--- config.mk ---
export PLATFORM = sky130hd
export DESIGN_NAME = rw_reg_bank
export DESIGN_NICKNAME = d
export VERILOG_FILES = /design/src/rtl/rw_reg_bank.sv
export SDC_FILE = /design/constraint.sdc
export NUM_CORES = 1
export LEC_CHECK = 0
export ABC_AREA = 1
export CORE_AREA = 2 2 113 82
export CTS_CLUSTER_SIZE = 40
export DETAILED_ROUTE_END_ITERATION = 10
export DIE_AREA = 0 0 115 84
export PLACE_DENSITY = 0.74
export SYNTH_ARGS = -nofsm -noshare
export SYNTH_HDL_FRONTEND = slang
export SYNTH_SLANG_ARGS = --single-unit
--- constraint.sdc ---
create_clock -name i_clk -period 0.8 [get_ports i_clk]
set_input_delay 0.16 -clock i_clk [delete_from_list [all_inputs] [get_ports i_clk]]
set_output_delay 0.16 -clock i_clk [all_outputs]
set_load 0.01 [all_outputs]
--- src/rtl/rw_reg_bank.sv ---
// Mode-gated read/write register bank with a stored CRC per register and
// lockable entries; read responses and error pulses are registered (latency 1).
module rw_reg_bank #(
    parameter int unsigned               DW           = 8,
    parameter int unsigned               AW           = 8,
    parameter int unsigned               CRC_W        = 8,
    parameter int unsigned               NUM_REG      = 4,
    parameter int unsigned               BASE_ADDR    = 0,
    parameter logic [NUM_REG*DW-1:0]     DEFAULT_VAL  = '0,
    parameter logic [NUM_REG-1:0]        TEST_WR_MASK = '1,
    parameter logic [NUM_REG-1:0]        TEST_RD_MASK = '1,
    parameter logic [NUM_REG-1:0]        CFG_WR_MASK  = '1,
    parameter logic [NUM_REG-1:0]        CFG_RD_MASK  = '1,
    parameter logic [NUM_REG-1:0]        LOCK_MASK    = '0
) (
    input  logic                  i_clk,
    input  logic                  i_rst_n,
    input  logic                  i_wen,
    input  logic                  i_ren,
    input  logic                  i_test_mode_status,
    input  logic                  i_cfg_mode_status,
    input  logic                  i_lock,
    input  logic [AW-1:0]         i_addr,
    input  logic [DW-1:0]         i_wdata,
    input  logic [CRC_W-1:0]      i_crc_data,
    output logic [DW-1:0]         o_rdata,
    output logic [CRC_W-1:0]      o_rcrc,
    output logic                  o_rvalid,
    output logic                  o_err,
    output logic [NUM_REG*DW-1:0] o_reg_data
);

    localparam int unsigned IDX_W = (NUM_REG > 1) ? $clog2(NUM_REG) : 1;

    // One extra bit so BASE_ADDR+NUM_REG never wraps inside the address space.
    localparam logic [AW:0] BASE_X = (AW+1)'(BASE_ADDR);
    localparam logic [AW:0] END_X  = (AW+1)'(BASE_ADDR + NUM_REG);

    logic [DW-1:0]    regs [NUM_REG];
    logic [CRC_W-1:0] crcs [NUM_REG];

    logic [AW:0]      addr_x;
    logic [IDX_W-1:0] idx;
    logic             hit;
    logic             wr_ok;
    logic             rd_ok;

    always_comb begin
        addr_x = {1'b0, i_addr};
        hit    = (addr_x >= BASE_X) && (addr_x < END_X);
        idx    = IDX_W'(addr_x - BASE_X);
        wr_ok  = 1'b0;
        rd_ok  = 1'b0;
        if (hit) begin
            wr_ok = ((i_test_mode_status & TEST_WR_MASK[idx]) |
                     (i_cfg_mode_status  & CFG_WR_MASK[idx])) &
                    ~(i_lock & LOCK_MASK[idx]);
            rd_ok = (i_test_mode_status & TEST_RD_MASK[idx]) |
                    (i_cfg_mode_status  & CFG_RD_MASK[idx]);
        end
    end

    // Reads sample the pre-edge contents, so a same-cycle write is not visible.
    always_ff @(posedge i_clk or negedge i_rst_n) begin
        if (!i_rst_n) begin
            for (int k = 0; k < int'(NUM_REG); k++) begin
                regs[k] <= DEFAULT_VAL[k*DW +: DW];
                crcs[k] <= '0;
            end
            o_rdata  <= '0;
            o_rcrc   <= '0;
            o_rvalid <= 1'b0;
            o_err    <= 1'b0;
        end else begin
            o_rvalid <= i_ren;
            o_rdata  <= (i_ren && rd_ok) ? regs[idx] : '0;
            o_rcrc   <= (i_ren && rd_ok) ? crcs[idx] : '0;
            o_err    <= (i_wen && !wr_ok) || (i_ren && !rd_ok);
            if (i_wen && wr_ok) begin
                regs[idx] <= i_wdata;
                crcs[idx] <= i_crc_data;
            end
        end
    end

    for (genvar k = 0; k < int'(NUM_REG); k++) begin : g_pack
        assign o_reg_data[k*DW +: DW] = regs[k];
    end

endmodule

==> report_table.html, run 1 <==
<table>
<tr><th>Metric</th><th>Value</th></tr>
<tr><th colspan="2">Timing</th></tr>
<tr><td>Final clock skew</td><td>0.00633 ns</td></tr>
<tr><td>Actual slew at the worst max-slew pin</td><td>0.476 ns</td></tr>
<tr><td>Worst slew margin relative to its limit</td><td>68.3%</td></tr>
<tr><td>Fin. max-slew vios</td><td>0</td></tr>
<tr><td>Final worst path period need</td><td>1.08 ns</td></tr>
<tr><td>Period utilisation layout</td><td>135%</td></tr>
<tr><td>Setup Viol. Count Final</td><td>131</td></tr>
<tr><td>Setup repair after global routing missed its margin</td><td>true</td></tr>
<tr><td>Worst-case setup margin in the final layout</td><td>-0.278 ns</td></tr>
<tr><td>Final hold violation count</td><td>0</td></tr>
<tr><td>Max Clk Rate</td><td>0.927 GHz</td></tr>
<tr><th colspan="2">Drt</th></tr>
<tr><td>Routed via count divided by cell count</td><td>5.82</td></tr>
<tr><td>Detailed-route wire length per cell</td><td>20.2 um</td></tr>
<tr><td>Starting DRC count in detailed routing</td><td>380</td></tr>
<tr><td>Antenna Nets Post-Route</td><td>0</td></tr>
<tr><td>Wirelength, routed</td><td>14500 um</td></tr>
<tr><td># DRC</td><td>0</td></tr>
<tr><td>Routed vias</td><td>4175</td></tr>
<tr><td>Drt pass-1 iters</td><td>5</td></tr>
<tr><th colspan="2">Run</th></tr>
<tr><td>Maximum Capacitance Violations</td><td>0</td></tr>
<tr><th colspan="2">Synthesis</th></tr>
<tr><td>Syn Std Cell Area</td><td>3870 sq um</td></tr>
<tr><td>Number of nets produced by synthesis</td><td>487</td></tr>
<tr><td>Most common cell in the netlist</td><td>nand2_1</td></tr>
<tr><td>Post-synthesis async set-or-reset flop share</td><td>100%</td></tr>
<tr><td>Main area contributors after synthesis</td><td>dfrtp_1 (53%), nand2_1 (22%), nand4_1 (10%)</td></tr>
<tr><td>Average cell area after synthesis</td><td>8.49 sq um</td></tr>
<tr><td>Synth warnings</td><td>0</td></tr>
<tr><td>Share of the synthesized area in the top cell type</td><td>53.0%</td></tr>
<tr><td>Library cell with the largest summed area after synthesis</td><td>dfrtp_1</td></tr>
<tr><td>Seq cells post-synth</td><td>82</td></tr>
<tr><td>Number of distinct standard cells referenced by the synthesized netlist</td><td>17</td></tr>
<tr><td>Syn Inst Count</td><td>456</td></tr>
<tr><td>Sequential-to-total area share from yosys stat</td><td>53.0%</td></tr>
<tr><td>Post-synth top cells</td><td>nand2_1 (226), dfrtp_1 (82), nand4_1 (64)</td></tr>
<tr><td>Top_reg_cell synth</td><td>dfrtp_1</td></tr>
<tr><td>Count of flip-flops with a built-in enable after synthesis</td><td>0</td></tr>
<tr><th colspan="2">Global routing</th></tr>
<tr><td>Number of antenna violations at the first check in global routing</td><td>0</td></tr>
<tr><td>Tot GR Track Use</td><td>28.8%</td></tr>
<tr><td>Leftover overflow at the end of global routing</td><td>0</td></tr>
<tr><td>Number of global-route vias before repair</td><td>3919</td></tr>
<tr><td>Global-route wire length before repair</td><td>21100 um</td></tr>
<tr><td>Maximum number of pins on one net before global-route repair</td><td>33</td></tr>
<tr><th colspan="2">Setup path</th></tr>
<tr><td>Critical path launch point type</td><td>flop</td></tr>
<tr><td>Critical path arrival</td><td>1.32 ns</td></tr>
<tr><td>Ordered list of cells on the worst path</td><td>buf_4, buf_6, nand2_1, nand2_2, nor2_1, nor2_1</td></tr>
<tr><td>Crit Path Category</td><td>reg2reg</td></tr>
<tr><td>Required time of the critical path</td><td>1.04 ns</td></tr>
<tr><td>Crit-path max cell delay</td><td>0.42 ns</td></tr>
<tr><td>Endpoint kind of the worst setup timing path</td><td>flop</td></tr>
<tr><td>Worst-path cell with the longest stage delay</td><td>dfrtp_1</td></tr>
<tr><td>Critical-path maximum fanout</td><td>2</td></tr>
<tr><td>Most repeated library cell on the critical path</td><td>nor2_1</td></tr>
<tr><th colspan="2">CTS</th></tr>
<tr><td>CTS max path bufs</td><td>2</td></tr>
<tr><td>Clock tree from TritonCTS</td><td>yes</td></tr>
<tr><td>Clock buffers created by TritonCTS</td><td>9</td></tr>
<tr><td>Root buffer cell</td><td>clkbuf_16</td></tr>
<tr><td>H-Tree Depth</td><td>3</td></tr>
<tr><td>Clk sink count</td><td>82</td></tr>
<tr><td>Worst-Skew Late Latency</td><td>0.34 ns</td></tr>
<tr><td>Clock-pin slew reported for the worst setup and hold paths after clock tree synthesis</td><td>0.07 ns</td></tr>
<tr><th colspan="2">Cells and area</th></tr>
<tr><td>Fill count</td><td>604</td></tr>
<tr><td>Final Util</td><td>71.3%</td></tr>
<tr><td>Layout cells sized above 1</td><td>47.6%</td></tr>
<tr><td>Final cell count without fillers</td><td>717</td></tr>
<tr><td># diodes</td><td>0</td></tr>
<tr><td>Area growth from synthesis to layout</td><td>60.3%</td></tr>
<tr><td>Final nets</td><td>635</td></tr>
<tr><th colspan="2">Outcome</th></tr>
<tr><td>Status</td><td>finished with violations</td></tr>
<tr><td>Violated checks</td><td>setup timing</td></tr>
<tr><th colspan="2">Die</th></tr>
<tr><td>Die Area</td><td>9660 sq um</td></tr>
<tr><td>Floorplan row count</td><td>29</td></tr>
<tr><td>Placeable core region</td><td>8710 sq um</td></tr>
<tr><td>Initial Utilization</td><td>44.4%</td></tr>
<tr><td>Vertical die dimension</td><td>84 um</td></tr>
<tr><td>Boundary pin count</td><td>81</td></tr>
<tr><td>Die extent in x</td><td>115 um</td></tr>
<tr><th colspan="2">Power</th></tr>
<tr><td>Reported leakage power</td><td>0.00323 uW</td></tr>
<tr><td>Peak supply drop</td><td>0.00129 V</td></tr>
<tr><td>Power density of the placed cells</td><td>1590 nW/um^2</td></tr>
<tr><td>Total power</td><td>9850 uW</td></tr>
<tr><th colspan="2">Hold path</th></tr>
<tr><td>Class of the worst hold path</td><td>in2async</td></tr>
<tr><th colspan="2">Place</th></tr>
<tr><td>Dpl cells</td><td>667</td></tr>
<tr><td>RePlAce Congestion</td><td>0.815</td></tr>
<tr><td>Number of buffer cells added on primary ports</td><td>79</td></tr>
<tr><td>Half-perimeter wire length after placement</td><td>6680 um</td></tr>
</table>
cell type report:
cell class,count,area (sq um),share of cell area (%)
Sequential cell,82,2050,33.1
Multi-Input combinational cell,343,2020,32.5
Timing Repair Buffer,163,1680,27.1
Clock buffer,10,239,3.85
Tap cell,108,135,2.18
Clock inverter,6,50.0,0.807
Inverter,5,28.8,0.464
path summary, 6_finish.rpt:
| path | startpoint | cells past startpoint | slack [ns] | endpoint |
|---|---|---|---|---|
| max | o_reg_data[11] | 6 | -0.28 | o_rdata[3] |
| min | i_rst_n | 2 | 0.23 | o_reg_data[3] |
| max reg2reg | o_reg_data[11] | 6 | -0.28 | o_rdata[3] |
| min reg2reg | crcs[11] | 2 | 0.48 | crcs[11] |
| max in group asynchronous | i_rst_n | 3 | 0.10 | crcs[13] |
| min in group i_clk | i_wen | 4 | 0.27 | crcs[0] |
registers in the layout, summed over array words and instances, names as in the netlist:
name        flops
crcs           32
o_reg_data     32
o_rcrc          8
o_rdata         8
o_err           1
o_rvalid        1
timing repair:
action | 4_1_cts | 5_1_grt
gates resized for setup | 309 | 119
buffers inserted | 25 | 13
hold endpoints to repair | 82 | 0
hold buffers | 1 | 0
pin swaps | 61 | 61
endpoints found under the setup margin | 131 | 131
cloned | 12 | 3
power by group:
group | internal, uW | switching, uW
clock network | 2230 | 1870
registers | 4270 | 96.7
logic | 626 | 756
total | 7130 | 2720
cell usage in the layout, fill, tap and decap left out, drive strengths merged:
cell type      instances
buf                  142
clkbuf                13
clkdlybuf4s50         16
clkinv                 4
clkinvlp               1
dfrtp                 82
dlygate4sd2            1
dlygate4sd3            1
inv                    6
nand2                230
nand3                  8
nand4                 64
nor2                  41
cells by family (layout without fill, tap and decap cells):
family,after synthesis,count (layout),share of synthesized area (%)
buffers and inverters,36,184,7.31
DFF,82,82,53.0
and+or+nand+nor,338,343,39.7
routing by layer:
| layer | part of all wire [%] | global-route usage (%) | wire (um) | vias to the layer above |
|---|---|---|---|---|
| met5 | 0 | 0 | 0 | - |
| met3 | 9.8 | 7.92 | 1420 | 69 |
| li1 | - | - | - | 1794 |
| met1 | 38 | 37.4 | 5460 | 2049 |
| met4 | 4.8 | 15.0 | 696 | 0 |
| met2 | 48 | 44.1 | 6900 | 263 |
critical path, delay by kind of cell, from the launching register on:
| kind | cells | cell delay [ns] |
|---|---|---|
| buffers and inverters | 2 | 0.26 |
| DFF | 1 | 0.42 |
| and+or+nand+nor | 4 | 0.29 |
through the flow:
stage	cell area, sq um	setup WS, ns	TNS [ns]	hold slack, ns
after floorplan	3900	-0.236	-15.60	-0.136
after global placement	5130	-0.817	-74.24	0.0493
after detailed placement	5130	-0.844	-76.18	0.0486
after CTS	5820	-0.263	-19.65	0.240
after global routing	6200	-0.313	-23.98	0.237
final	6200	-0.278	-20.88	0.234
No activity file was read; power rests on OpenSTA's default activity.
==> run 2: changes to the inputs <==
Settings changed: CTS_CLUSTER_DIAMETER from default to 120, PLACE_DENSITY 0.74 to 0.77.
==> run 2 against run 1 <==
The flow still finishes with violations (setup timing); largest cell class unchanged; critical endpoint is now o_reg_data[11]; flip-flop and latch count unchanged; critical path depth decreased by 5; largest power group is now clock; clock power increased by 11%; design area decreased by 3.7%; via count decreased by 5.2%; first-iteration DRC count increased by 4.2%.
==> report_table.html, run 2 (synthesis gave the netlist of run 1 again) <==
<table>
<tr><th>Metric</th><th>Value</th></tr>
<tr><th colspan="2">Setup path</th></tr>
<tr><td>Critical path launch point type</td><td>flop (unchanged)</td></tr>
<tr><td>Reg2reg path depth</td><td>5 (was 6)</td></tr>
<tr><td>Crit-path max cell delay</td><td>0.41 ns (was 0.42 ns)</td></tr>
<tr><td>Endpoint kind of the worst setup timing path</td><td>output pin (was flop)</td></tr>
<tr><td>Critical path arrival</td><td>0.90 ns (was 1.32 ns)</td></tr>
<tr><td>Ordered list of cells on the worst path</td><td>buf_2 (was buf_4, buf_6, nand2_1, nand2_2, nor2_1, nor2_1)</td></tr>
<tr><td>Worst-path cell with the longest stage delay</td><td>dfrtp_1 (unchanged)</td></tr>
<tr><td>Count of buffering cells on the critical path with inverters included</td><td>1 (was 2)</td></tr>
<tr><td>Required time of the critical path</td><td>0.64 ns (was 1.04 ns)</td></tr>
<tr><td>Critical-path maximum fanout</td><td>2 (unchanged)</td></tr>
<tr><td>Kind of cell adding the most delay to the critical path</td><td>flip-flops (unchanged)</td></tr>
<tr><td>Critical path depth</td><td>1 (was 6)</td></tr>
<tr><td>Crit Path Category</td><td>reg2out (was reg2reg)</td></tr>
<tr><th colspan="2">Timing</th></tr>
<tr><td>Final worst path period need</td><td>1.06 ns (was 1.08 ns)</td></tr>
<tr><td>Setup Viol. Count Final</td><td>128 (was 131)</td></tr>
<tr><td>Actual slew at the worst max-slew pin</td><td>0.281 ns (was 0.476 ns)</td></tr>
<tr><td>Fin. max-slew vios</td><td>0 (unchanged)</td></tr>
<tr><td>Worst slew margin relative to its limit</td><td>81.2% (was 68.3%)</td></tr>
<tr><td>Max Clk Rate</td><td>0.939 GHz (was 0.927 GHz)</td></tr>
<tr><td>Worst-case setup margin in the final layout</td><td>-0.265 ns (was -0.278 ns)</td></tr>
<tr><td>Final clock skew</td><td>0.00498 ns (was 0.00633 ns)</td></tr>
<tr><td>Setup repair after global routing missed its margin</td><td>true (unchanged)</td></tr>
<tr><td>Period utilisation layout</td><td>133% (was 135%)</td></tr>
<tr><td>Setup TNS</td><td>-16.59 ns (was -20.88 ns)</td></tr>
<tr><td>Final hold violation count</td><td>0 (unchanged)</td></tr>
<tr><td>Worst hold margin</td><td>0.0938 ns (was 0.234 ns)</td></tr>
<tr><th colspan="2">Power</th></tr>
<tr><td>Total power</td><td>10300 uW (was 9850 uW)</td></tr>
<tr><td>Clock power share</td><td>44.5% (was 41.6%)</td></tr>
<tr><td>Switching Power</td><td>2540 uW (was 2720 uW)</td></tr>
<tr><td>Portion of total power attributed to combinational logic</td><td>12.9% (was 14.0%)</td></tr>
<tr><td>Peak supply drop</td><td>0.00116 V (was 0.00129 V)</td></tr>
<tr><td>Reg power frac</td><td>42.7% (was 44.4%)</td></tr>
<tr><td>Proportion of total power due to net switching</td><td>24.8% (was 27.6%)</td></tr>
<tr><td>Internal Dissipation</td><td>7720 uW (was 7130 uW)</td></tr>
<tr><td>Reported leakage power</td><td>0.00319 uW (was 0.00323 uW)</td></tr>
<tr><td>Power density of the placed cells</td><td>1720 nW/um^2 (was 1590 nW/um^2)</td></tr>
<tr><th colspan="2">Run</th></tr>
<tr><td>Maximum Capacitance Violations</td><td>0 (unchanged)</td></tr>
<tr><th colspan="2">Global routing</th></tr>
<tr><td>Leftover overflow at the end of global routing</td><td>0 (unchanged)</td></tr>
<tr><td>Number of antenna violations at the first check in global routing</td><td>0 (unchanged)</td></tr>
<tr><td>Maximum number of pins on one net before global-route repair</td><td>51 (was 33)</td></tr>
<tr><td>Tot GR Track Use</td><td>25.7% (was 28.8%)</td></tr>
<tr><td>Global-route wire length before repair</td><td>19300 um (was 21100 um)</td></tr>
<tr><td>Number of global-route vias before repair</td><td>3749 (was 3919)</td></tr>
<tr><th colspan="2">CTS</th></tr>
<tr><td>Clock tree from TritonCTS</td><td>yes (unchanged)</td></tr>
<tr><td>H-Tree Depth</td><td>3 (unchanged)</td></tr>
<tr><td>Worst-Skew Late Latency</td><td>0.34 ns (about the same)</td></tr>
<tr><td>Clock-pin slew reported for the worst setup and hold paths after clock tree synthesis</td><td>0.07 ns (about the same)</td></tr>
<tr><td>Clk sink count</td><td>82 (unchanged)</td></tr>
<tr><td>CTS max path bufs</td><td>2 (unchanged)</td></tr>
<tr><td>Root buffer cell</td><td>clkbuf_16 (unchanged)</td></tr>
<tr><td>Clock buffers created by TritonCTS</td><td>9 (unchanged)</td></tr>
<tr><th colspan="2">Drt</th></tr>
<tr><td>Detailed-route wire length per cell</td><td>17.9 um (was 20.2 um)</td></tr>
<tr><td>Routed vias</td><td>3957 (was 4175)</td></tr>
<tr><td>Starting DRC count in detailed routing</td><td>396 (was 380)</td></tr>
<tr><td>Antenna Nets Post-Route</td><td>0 (unchanged)</td></tr>
<tr><td>Drt pass-1 iters</td><td>6 (was 5)</td></tr>
<tr><td># DRC</td><td>0 (unchanged)</td></tr>
<tr><td>Routed via count divided by cell count</td><td>5.57 (was 5.82)</td></tr>
<tr><td>Wirelength, routed</td><td>12700 um (was 14500 um)</td></tr>
<tr><th colspan="2">Cells and area</th></tr>
<tr><td># diodes</td><td>0 (unchanged)</td></tr>
<tr><td>Final nets</td><td>629 (was 635)</td></tr>
<tr><td>Final Util</td><td>68.6% (was 71.3%)</td></tr>
<tr><td>Most frequent standard cell in the layout excluding fill and tap cells</td><td>nand2_1 (unchanged)</td></tr>
<tr><td>Most frequent cells in the layout</td><td>nand2_1 (127), nand2_2 (93), dfrtp_1 (82), nand4_1 (64), buf_6 (46) (was nand2_1 (139), nand2_2 (82), dfrtp_1 (82), nand4_1 (64), buf_2 (47))</td></tr>
<tr><td>Area growth from synthesis to layout</td><td>54.4% (was 60.3%)</td></tr>
<tr><td>Final cell count without fillers</td><td>711 (was 717)</td></tr>
<tr><td>Layout cells sized above 1</td><td>47.3% (was 47.6%)</td></tr>
<tr><th colspan="2">Outcome</th></tr>
<tr><td>Status</td><td>finished with violations (unchanged)</td></tr>
<tr><td>Violated checks</td><td>setup timing (unchanged)</td></tr>
<tr><th colspan="2">Hold path</th></tr>
<tr><td>Class of the worst hold path</td><td>in2reg (was in2async)</td></tr>
<tr><td>Number of cells on the worst hold path</td><td>1</td></tr>
<tr><th colspan="2">Die</th></tr>
<tr><td>Boundary pin count</td><td>81 (unchanged)</td></tr>
<tr><td>Vertical die dimension</td><td>84 um (unchanged)</td></tr>
<tr><td>Initial Utilization</td><td>44.4% (unchanged)</td></tr>
<tr><td>Floorplan row count</td><td>29 (unchanged)</td></tr>
<tr><td>Die Area</td><td>9660 sq um (unchanged)</td></tr>
<tr><td>Placeable core region</td><td>8710 sq um (unchanged)</td></tr>
<tr><td>Die extent in x</td><td>115 um (unchanged)</td></tr>
<tr><th colspan="2">Place</th></tr>
<tr><td>Number of buffer cells added on primary ports</td><td>79 (unchanged)</td></tr>
<tr><td>Dpl cells</td><td>667 (unchanged)</td></tr>
<tr><td>RePlAce Congestion</td><td>0.831 (was 0.815)</td></tr>
<tr><td>Half-perimeter wire length after placement</td><td>7000 um (was 6680 um)</td></tr>
</table>
[run 2: layout make-up]
cell class	instances	area [sq um]
clock inverters	6	87.6
repair buffers	158	1500
well taps	108	135
inverters	5	20.0
fillers	652	2730
multi-input cells	342	1940
flip-flops and latches	82	2050
clock buffers	10	239
[run 2: path summary, 6_finish.rpt]
path | startpoint | end | slack (ns)
setup / recovery | o_reg_data[11] | o_reg_data[11] | -0.26
hold / removal | i_ren | o_rvalid | 0.09
setup reg to reg | o_reg_data[15] | o_rdata[7] | -0.15
hold reg to reg | crcs[21] | crcs[21] | 0.48
max in group asynchronous | i_rst_n | crcs[21] | 0.19
min in group asynchronous | i_rst_n | o_rdata[2] | 0.34
[run 2: power by group through the flow]
stage          clock, uW  combinational, uW  sequential [uW]
6_report            4560               1320             4380
5_1_grt             4730               1410             4390
4_1_cts             4550               1180             4350
3_5_place_dp           0               1100             4430
3_3_place_gp           0               1080             4420
2_1_floorplan          0                354             4460
[run 2: metal layers]
layer	GRT usage, %	part of all wire [%]	wire [um]	vias to the layer above
met3	6.10	8.0	1020	34
met1	34.8	40	5030	1932
li1	-	-	-	1776
met4	8.54	2.0	253	0
met5	0	0	0	-
met2	40.9	50	6430	215
[run 2: through the flow]
stage | area [sq um] | setup slack [ns]
after detailed placement | 5090 | -0.869
after global placement | 5090 | -0.828
final | 5970 | -0.265
after CTS | 5580 | -0.254
after global routing | 5970 | -0.279
after floorplan | 3900 | -0.236
[run 2: timing repair]
item / CTS / global route
resized for setup: 305 / 118
hold buffers: 1 / 0
endpoints found under the hold margin: 82 / 0
setup endpoints to repair: 131 / 130
pin swaps: 54 / 59
setup buffers: 25 / 12
cloned: 7 / 0
==> run 3: changes to the inputs <==
Settings changed: GPL_ROUTABILITY_DRIVEN from default to 0.
==> results of run 3 <==
Same layout as run 2: the final DEF is identical, and so are final timing and power.
